## config.mk

```make
export PLATFORM = sky130hd
export DESIGN_NAME = reg_write_port_flat
export DESIGN_NICKNAME = d
export VERILOG_FILES = /design/src/rtl/reg_write_port_pkg.sv /design/src/rtl/reg_write_port_if.sv /design/src/rtl/reg_write_port_wr_fifo.sv /design/src/rtl/reg_write_port.sv /design/src/flat_wrapper.sv
export SDC_FILE = /design/constraint.sdc
export NUM_CORES = 2
export LEC_CHECK = 0
export BUFFER_PORTS_ARGS = -buffer_cell sky130_fd_sc_hd__buf_2
export CAP_MARGIN = 20
export CORE_AREA = 8 8 427 429
export CTS_BUF_LIST = sky130_fd_sc_hd__clkbuf_2
export DETAILED_ROUTE_END_ITERATION = 8
export DIE_AREA = 0 0 435 437
export PLACE_DENSITY = 0.55
export SYNTH_ARGS = -nofsm -noshare
export SYNTH_HDL_FRONTEND = slang
export SYNTH_SLANG_ARGS = --single-unit
```

## constraint.sdc

```tcl
create_clock -name clk -period 3.3 [get_ports clk]
set_input_delay 0.33 -clock clk [delete_from_list [all_inputs] [get_ports clk]]
set_output_delay 0.33 -clock clk [all_outputs]
set_load 0.01 [all_outputs]
```

## src/rtl/reg_write_port_pkg.sv

```systemverilog
// reg_write_port_pkg: shared register-file constants, write-buffer entry type and byte-merge helper
package reg_write_port_pkg;
   localparam int DATA_W   = 32;
   localparam int ADDR_W   = 5;
   localparam int NUM_REGS = 2 ** ADDR_W;
   localparam bit ZERO_REG = 1'b1;
   localparam int DEPTH    = 2;
   localparam int MASK_W   = DATA_W / 8;
   localparam int CNT_W    = $clog2(DEPTH + 1);

   typedef struct packed {
      logic [ADDR_W-1:0] addr;
      logic [DATA_W-1:0] data;
      logic [MASK_W-1:0] mask;
   } entry_t;

   // Replace only the bytes whose mask bit is set; the rest keep the old value.
   function automatic logic [DATA_W-1:0] merge(input logic [DATA_W-1:0] old, input logic [DATA_W-1:0] din,
                                               input logic [MASK_W-1:0] mask);
      merge = old;
      for (int i = 0; i < MASK_W; i++)
         if (mask[i]) merge[8*i +: 8] = din[8*i +: 8];
   endfunction
endpackage

```

## src/rtl/reg_write_port_if.sv

```systemverilog
// reg_write_port_if: write-request handshake, control and register/commit outputs of the write port
//   master drives wr_valid/wr_add/wr_data/wr_mask/stall/clear; slave drives wr_ready/regs/commit_*/pending
interface reg_write_port_if;
   import reg_write_port_pkg::*;
   logic                         wr_valid;
   logic                         wr_ready;
   logic [ADDR_W-1:0]            wr_add;
   logic [DATA_W-1:0]            wr_data;
   logic [MASK_W-1:0]            wr_mask;
   logic                         stall;
   logic                         clear;
   logic [NUM_REGS*DATA_W-1:0]   regs;
   logic                         commit_valid;
   logic [ADDR_W-1:0]            commit_add;
   logic [DATA_W-1:0]            commit_data;
   logic [CNT_W-1:0]             pending;

   modport master (
      output wr_valid, wr_add, wr_data, wr_mask, stall, clear,
      input  wr_ready, regs, commit_valid, commit_add, commit_data, pending
   );
   modport slave (
      input  wr_valid, wr_add, wr_data, wr_mask, stall, clear,
      output wr_ready, regs, commit_valid, commit_add, commit_data, pending
   );
endinterface

```

## src/rtl/reg_write_port_wr_fifo.sv

```systemverilog
// wr_fifo: DEPTH-entry synchronous FIFO with push/pop, flush, full/empty and count
//   clk, rst_n (async active-low); push/din at tail; pop/dout at head; flush empties it
module wr_fifo #(
   parameter int W     = 8,
   parameter int DEPTH = 2,
   parameter int CW    = $clog2(DEPTH + 1)
) (
   input  logic          clk,
   input  logic          rst_n,
   input  logic          push,
   input  logic          pop,
   input  logic          flush,
   input  logic [W-1:0]  din,
   output logic [W-1:0]  dout,
   output logic          full,
   output logic          empty,
   output logic [CW-1:0] count
);
   localparam int PW = DEPTH > 1 ? $clog2(DEPTH) : 1;
   logic [W-1:0]  mem [DEPTH];
   logic [PW-1:0] wr_ptr, rd_ptr;

   assign full  = count == CW'(DEPTH);
   assign empty = count == '0;
   assign dout  = mem[rd_ptr];

   always_ff @(posedge clk or negedge rst_n)
      if (!rst_n) begin
         wr_ptr <= '0;
         rd_ptr <= '0;
         count  <= '0;
      end else if (flush) begin
         wr_ptr <= '0;
         rd_ptr <= '0;
         count  <= '0;
      end else begin
         if (push) wr_ptr <= wr_ptr == PW'(DEPTH - 1) ? '0 : wr_ptr + 1'b1;
         if (pop) rd_ptr <= rd_ptr == PW'(DEPTH - 1) ? '0 : rd_ptr + 1'b1;
         count <= count + CW'(push) - CW'(pop);
      end

   always_ff @(posedge clk)
      if (push && !flush) mem[wr_ptr] <= din;
endmodule

```

## src/rtl/reg_write_port.sv

```systemverilog
// reg_write_port: buffered, byte-masked write side of the 32x32 register file
//   clk, rst_n (async active-low); bus.slave carries the write handshake, stall/clear,
//   the flattened register contents, the registered commit report and the buffer occupancy
module reg_write_port
   import reg_write_port_pkg::*;
(
   input logic              clk,
   input logic              rst_n,
   reg_write_port_if.slave  bus
);
   logic [NUM_REGS-1:0][DATA_W-1:0] rf;
   entry_t                          head;
   logic                            full, empty, push, pop, zero;
   logic [DATA_W-1:0]               merged;

   assign bus.wr_ready = ~full & ~bus.clear;
   assign push         = bus.wr_valid & bus.wr_ready;
   assign pop          = ~empty & ~bus.stall & ~bus.clear;
   assign zero         = ZERO_REG && head.addr == '0;
   // Register 0 reports zero and is never written, so its storage stays at its reset value.
   assign merged       = zero ? '0 : merge(rf[head.addr], head.data, head.mask);
   assign bus.regs     = rf;

   wr_fifo #(.W($bits(entry_t)), .DEPTH(DEPTH)) u_fifo (
      .clk   (clk),
      .rst_n (rst_n),
      .push  (push),
      .pop   (pop),
      .flush (bus.clear),
      .din   ({bus.wr_add, bus.wr_data, bus.wr_mask}),
      .dout  (head),
      .full  (full),
      .empty (empty),
      .count (bus.pending)
   );

   always_ff @(posedge clk or negedge rst_n)
      if (!rst_n) begin
         rf               <= '0;
         bus.commit_valid <= 1'b0;
         bus.commit_add   <= '0;
         bus.commit_data  <= '0;
      end else if (bus.clear) begin
         rf               <= '0;
         bus.commit_valid <= 1'b0;
      end else begin
         bus.commit_valid <= pop;
         if (pop) begin
            if (!zero) rf[head.addr] <= merged;
            bus.commit_add  <= head.addr;
            bus.commit_data <= merged;
         end
      end
endmodule

```

## src/flat_wrapper.sv

```systemverilog
// flat-port wrapper written by rule: the top's interface ports become plain ports
module reg_write_port_flat import reg_write_port_pkg::*;
  (clk, rst_n, bus_wr_valid, bus_wr_add, bus_wr_data, bus_wr_mask, bus_stall, bus_clear, bus_wr_ready, bus_regs, bus_commit_valid, bus_commit_add, bus_commit_data, bus_pending);
  reg_write_port_if bus_i ();
  input logic clk;
  input logic rst_n;
  input wire logic [$bits(bus_i.wr_valid)-1:0] bus_wr_valid;
  input wire logic [$bits(bus_i.wr_add)-1:0] bus_wr_add;
  input wire logic [$bits(bus_i.wr_data)-1:0] bus_wr_data;
  input wire logic [$bits(bus_i.wr_mask)-1:0] bus_wr_mask;
  input wire logic [$bits(bus_i.stall)-1:0] bus_stall;
  input wire logic [$bits(bus_i.clear)-1:0] bus_clear;
  output wire logic [$bits(bus_i.wr_ready)-1:0] bus_wr_ready;
  output wire logic [$bits(bus_i.regs)-1:0] bus_regs;
  output wire logic [$bits(bus_i.commit_valid)-1:0] bus_commit_valid;
  output wire logic [$bits(bus_i.commit_add)-1:0] bus_commit_add;
  output wire logic [$bits(bus_i.commit_data)-1:0] bus_commit_data;
  output wire logic [$bits(bus_i.pending)-1:0] bus_pending;
  assign bus_i.wr_valid = bus_wr_valid;
  assign bus_i.wr_add = bus_wr_add;
  assign bus_i.wr_data = bus_wr_data;
  assign bus_i.wr_mask = bus_wr_mask;
  assign bus_i.stall = bus_stall;
  assign bus_i.clear = bus_clear;
  assign bus_wr_ready = bus_i.wr_ready;
  assign bus_regs = bus_i.regs;
  assign bus_commit_valid = bus_i.commit_valid;
  assign bus_commit_add = bus_i.commit_add;
  assign bus_commit_data = bus_i.commit_data;
  assign bus_pending = bus_i.pending;
  reg_write_port u_core (.clk(clk), .rst_n(rst_n), .bus(bus_i));
endmodule
```

Word level (Yosys, flattened, before mapping)
Memories as Yosys holds them, arrays and structs flattened.
Index checks and enable logic that the tools add are counted.

storage, ports and cells
  register bits after elaboration = 1066
  word-level logic and storage cells = 87
  output and inout bits = 1065
  memories = 1
  RAM bits = 82

memory list
  memory             words  bits a word  rd ports  clocked after memory_dff  wr ports  RTL line                      source
  u_core.u_fifo.mem  2      41           1         0                         1         reg_write_port_wr_fifo.sv:20  logic [W-1:0] mem [DEPTH];

operators by class
  bitwise gates (word level) = 8
  add/sub/neg operators = 4
  muxes and demuxes = 23
  reduce and logical (&&, ||, !) cells = 9
  $lt $le $gt $ge = 2
  equality and inequality tests = 2

operators by type and width
  kind                                                        count
  2-to-1 mux 1024 bit                                         3
  bitwise mux 1024 bit                                        1
  binary-select mux 32 bit (select 5 bit)                     1
  demux 32 bit (select 5 bit)                                 1
  2-to-1 mux 32 bit                                           3
  2-to-1 mux 8 bit                                            4
  2-to-1 mux 1 bit                                            9
  less-than comparator 5 x 6 -> 1 bit, second input constant  1
  >= comparator 5 x 1 -> 1 bit, second input constant         1
  logical NOT 5 bit                                           1
  bitwise AND 1 bit                                           4
  inverter 1 bit                                              4
  AND reduction 2 bit                                         2
  nonzero test 2 bit                                          2
  adder 1 bit, second input constant                          2
  adder 2 x 1 -> 2 bit                                        1
  == test 2 bit, second input constant                        1
  logical AND 1 bit                                           2
  logical NOT 2 bit                                           1
  2-to-1 mux 2 bit                                            1
  != test 2 bit, second input constant                        1
  subtractor 2 x 1 -> 2 bit                                   1
  logical NOT 1 bit                                           1

Depth between registers and ports, before layout
An unclocked memory read counts as a cell.

  word-level depth = 9
  mapped depth = 13
  gate-level depth less buffers = 8

By module
A second synthesis with hierarchy kept.

second synthesis, totals
  cell total of the unflattened synthesis = 4854
  area total of the unflattened synthesis = 50299.5 µm²

by module, submodules not included
  module          area an instance (µm²)  times used  cells each
  reg_write_port  46921.3                 1           4707
  wr_fifo         3378.2                  1           147

Least setup slack after synthesis
No wires, ideal clock.

  path type = in2reg
  from = input port bus_clear
  to = memory u_core.u_fifo.mem[0][0] (netlist name), enable pin
  cell stages on the path = 4
  path slack = 169 ps
  buffers on the path = 1
  library setup time = 439 ps
  data arrival time = 2692 ps
  cell sequence = clkbuf_1 -> a21oi_1 -> nand2_1 -> nor2_1

on the way
  cells in the longest elaborated chain, start to end = 6
  elaborated cells between the ends (all ways) = 7

RTL lines
  element                                 RTL line                      source
  from (decl)                             flat_wrapper.sv:12            input wire logic [$bits(bus_i.clear)-1:0] bus_clear;
  inverter 1 bit                          reg_write_port.sv:16          assign bus.wr_ready = ~full & ~bus.clear;
  bitwise AND 1 bit                       reg_write_port.sv:16
  via bus_wr_ready                        flat_wrapper.sv:13            output wire logic [$bits(bus_i.wr_ready)-1:0] bus_wr_ready;
  bitwise AND 1 bit                       reg_write_port.sv:17          assign push = bus.wr_valid & bus.wr_ready;
  logical AND 1 bit                       reg_write_port_wr_fifo.sv:43  if (push && !flush) mem[wr_ptr] <= din;
  2-to-1 mux 1 bit                        reg_write_port_wr_fifo.sv:43
  2-to-1 mux 1 bit (implied by the code)  reg_write_port_wr_fifo.sv:43
  to (decl)                               reg_write_port_wr_fifo.sv:20

The timed path passes the listed nets, and every way through them passes these cells.

Worst setup path after layout
  from = register u_core.u_fifo.rd_ptr
  to = register u_core.bus.commit_data[9]

on the way
  cells in the longest elaborated chain, start to end = 5
  elaborated cells between the ends (all ways) = 6

RTL lines
  element                                  RTL line                      source
  from (decl)                              reg_write_port_wr_fifo.sv:21  logic [PW-1:0] wr_ptr, rd_ptr;
  from (signal assigned)                   reg_write_port_wr_fifo.sv:38  if (pop) rd_ptr <= rd_ptr == PW'(DEPTH - 1) ? '0 : rd_ptr + 1'b1;
  memory read (2 x 41 bit) *               -
  binary-select mux 32 bit (select 5 bit)  reg_write_port.sv:21          assign merged = zero ? '0 : merge(rf[head.addr], head.data, head.mask);
  2-to-1 mux 32 bit (implied by the code)  reg_write_port.sv:21
  2-to-1 mux 8 bit                         reg_write_port_pkg.sv:22      if (mask[i]) merge[8*i +: 8] = din[8*i +: 8];
  2-to-1 mux 32 bit *                      reg_write_port.sv:21
  to (signal assigned)                     reg_write_port.sv:51          bus.commit_data <= merged;
  to (decl)                                reg_write_port_if.sv:24       output wr_ready, regs, commit_valid, commit_add, commit_data, pending

Mark *: on every way between the ends. The rest lies on a longest branch, timed or not. The select of a mux whose other input is x is not followed.
A chain may end at the register's enable or synchronous reset.

==> key figures <==
STA
  – Finish-stage setup viols: 32
  – Fin. Hold Viols: 0
  – Slew at the pin closest to its max-slew limit: 1210 ps
  – Pins Over Slew Limit: 0
  – Fmax: 297 MHz
  – Rel. slew slack: 19.3%
  – Period utilization: 102%
  – Clock period minus final worst setup slack: 3370 ps
  – Worst Slack Setup Final: -71.0 ps
  – RSZ-0062 raised after global routing: yes
  – Clk_skew: 177 ps

Setup path
  – CP Capture Type: register
  – Most used cell, CP: buf_6
  – WP data required: 4870 ps
  – Critical path class: register to register
  – CP max stage delay: 680 ps
  – Crit-path cells: buf_6, buf_6, mux2_8, buf_16, buf_8, mux4_2, o211ai_1, o41ai_4, buf_6, buf_12, mux2_4
  – Critical Path AT: 4940 ps
  – CP max FO: 7
  – WP buf/inv: 6
  – Cell family with the largest share of critical-path delay: multiplexers
  – Slowest CP cell: o211ai_1
  – CP Launch Type: register

Floorplanning
  – Ports: 1111
  – Die Span X: 435 µm
  – Die ar.: 190000 µm²
  – CORE AREA: 175000 µm²
  – Die H: 437 µm
  – Effective utilization at floorplan: 29.6%
  – FP Rows: 154

Clock tree
  – Max clock buf depth: 4
  – CTS tree: yes
  – Num Clock Sinks: 1148
  – Worst-path clk slew: 130 ps
  – H-tree depth: 5
  – CTS buffer count: 337
  – CTS root buffer: clkbuf_2
  – Clk Latency, worst-skew pair: 1840 ps

Routing
  – Total Wirelength: 335000 µm
  – M1 WL: 128000 µm
  – Vias post-DR: 52100
  – # DRC: 0
  – First drt pass iteration count: 6
  – Metal3 WL: 37900 µm
  – Routed Antenna Nets: 0
  – 1st-iter DRT viols: 6844
  – DR top layer: met5
  – Vias per inst: 6.04
  – Drt wl/cell: 38.8 µm
  – Routed length on met2: 143000 µm

Power
  – Sw Share: 40.2%
  – P_int: 23.8 mW
  – Clock Power Share: 26.9%
  – Pwr dens: 557 nW/µm²
  – Worst VDD drop: 333 µV
  – Leak: 36.2 nW
  – Sw Pwr: 16.0 mW
  – Logic pwr share: 35.5%
  – Seq pwr share: 37.6%
  – Final Power: 39.8 mW

Global routing
  – Initial antenna violation count: 15
  – Largest net degree at the start of global routing: 98
  – Remaining Overflow, GRT: 0
  – First-pass GRT wire length: 438000 µm
  – GRT Total Usage: 32.4%
  – Vias in the first global route: 50000

Synth
  – Synthesized flop and latch total: 1148
  – Async set-reset flop share out of synthesis: 92.9%
  – Top_reg_cell synth: dfrtp_1
  – Yosys cell types: 81
  – Register area share after synthesis: 56.1%
  – Ys Warns: 0
  – Avg Cell Area, Syn: 12.0 µm²
  – Yosys top cell area share: 51.4%
  – Syn Std Cell Area: 51900 µm²
  – Synth top area cells: dfrtp_1 51%, a22o_1 16%, edfxtp_1 4.7%
  – Synthesized Nets: 4382
  – Cell taking the most area after synthesis: dfrtp_1
  – Cells after Synth: 4334
  – Number of flops mapped to enable cells by yosys: 82

Place
  – Final HPWL DP: 230000 µm
  – Placed Area: 63400 µm²
  – Post-Place Setup Slack: -439 ps
  – Routability Congestion: 0.957
  – I/O Buffers: 1110

Finish
  – Filler cells: 17200
  – Area growth from synthesis to layout: 37.6%
  – Final cell area excluding filler cells: 71500 µm²
  – Sequential cell area: 29100 µm²
  – Multi-input gate area in the final layout: 21000 µm²
  – Layout cells sized above 1: 40.5%
  – Layout Nets: 6107

Hold path
  – Hold crit path type: input port to register

Status
  – Failing checks: negative setup slack
  – Status: finished, violations left

Flow run
  – Max Cap Viol: 0
[tightest hold or removal path, stage by stage]
cell	delay, ps
dlygate4sd3_1	510
dlygate4sd3_1	530
buf_2	110
dlygate4sd3_1	590
[power groups by stage]
| stage | registers [mW] | clock network [mW] | logic, mW |
|---|---|---|---|
| floorplan | 15.2 | 0 | 4.95 |
| global placement | 15.2 | 0 | 10.7 |
| detailed placement | 15.2 | 0 | 10.7 |
| CTS | 14.9 | 10.8 | 12.4 |
| global route | 15.0 | 11.5 | 14.3 |
| finish | 15.0 | 10.7 | 14.1 |
[per-stage QoR]
stage,cells,setup TNS (ps),utilization [%],hold WS [ps]
after floorplan,4334,0,-,34.4
after global placement,7724,-76840,36.2,357
after detailed placement,7724,-93560,36.2,370
after CTS,8517,-1670,39.8,22.6
after global routing,8620,-9430,40.7,199
final,8628,-636,40.8,395
[cells by family after synthesis]
| group | share of synthesized area (%) |
|---|---|
| and+or+nand+nor | 5.23 |
| muxes | 4.60 |
| buffers and inverters | 6.00 |
| adders and majority gates | 0.0482 |
| xor gates and xnor gates | 0.0506 |
| AOI/OAI and AO/OA | 28.0 |
| DFF | 56.1 |
[flip-flops by register name (all words and copies together) (netlist names)]
register and flops:
u_core.bus.regs 1024, u_core.u_fifo.mem 82, u_core.bus.commit_data 32, u_core.bus.commit_add 5
u_core.u_fifo.count 2, u_core.bus.commit_valid 1, u_core.u_fifo.rd_ptr 1, u_core.u_fifo.wr_ptr 1
[layout make-up]
type	count	share of cell area, %
well taps	2340	4.10
multi-input cells	2584	29.4
inverters	95	0.499
repair buffers	1893	21.3
clock buffers	486	3.40
flip-flops and latches	1148	40.8
clock inverters	70	0.469
diodes	12	0.0420
[repair_timing]
action                                  in CTS  in global routing
hold endpoints to repair                  2296                  0
gates resized for setup                    118                146
setup buffers                               69                 77
pin swaps                                   42                 68
cloned                                      26                 32
endpoints found under the setup margin     617                735
hold buffers                               142                  0
[synth_stat cells, drive strengths merged (20+ instances only)]
master,n
nor4,32
o41ai,32
nor2b,36
mux2i,121
and3,22
inv,95
mux4,31
edfxtp,82
o211ai,22
a311oi,22
a21o,23
a22o,954
nand3,31
o21ai,77
buf,279
nand2,325
nor2,22
nand4,23
a21oi,435
a2111o,87
dfrtp,1066
o22ai,63
a211o,20
clkbuf,228
a221o,26
mux2,41
nor3,22
[per-layer routing]
metal / up-vias / GRT usage, %
met5: - / 0
met4: 2 / 19.9
met3: 919 / 9.33
met2: 4144 / 48.2
met1: 26800 / 41.6
li1: 20300 / -
[cell usage in the layout, fill, tap and decap left out, types with 30 or more instances in the layout]
cell           Yosys  final
dlygate4sd3_1      0    140
a21oi_4            0     37
buf_16             0     31
a2111o_1          87     82
nand2_1          324    322
mux2i_1          120    112
nand3_1           30     30
mux2_2            39     32
inv_1             95     94
edfxtp_1          82     82
a22o_1           954    947
clkinv_1           0     49
o22ai_1           63     43
mux4_2            31     31
o21ai_0           72     70
buf_2            155   1108
buf_12             0    151
dfrtp_1         1066   1065
buf_6             56     49
nor2b_1           36     36
a21oi_1          434    386
clkbuf_2           0    486
buf_4             61    368
[worst paths after layout]
path | from | end | slack, ps | cells past startpoint
hold reg to reg | u_core.bus.commit_add[1]$_DFFE_PN0P_ | u_core.bus.commit_add[1]$_DFFE_PN0P_ | 510 | 2
setup / recovery | u_core.u_fifo.rd_ptr$_DFFE_PN0N_ | u_core.bus.commit_data[9]$_DFFE_PN0P_ | -70 | 11
max in group asynchronous | rst_n | u_core.bus.regs[29]$_DFFE_PN0P_ | 1020 | 8
setup reg to reg | u_core.u_fifo.rd_ptr$_DFFE_PN0N_ | u_core.bus.commit_data[9]$_DFFE_PN0P_ | -70 | 11
hold / removal | bus_wr_data[6] | u_core.u_fifo.mem[0][10]$_DFFE_PP_ | 390 | 4
min in group asynchronous | rst_n | u_core.bus.regs[647]$_DFFE_PN0P_ | 990 | 6
No activity file was read; power rests on OpenSTA's default activity.
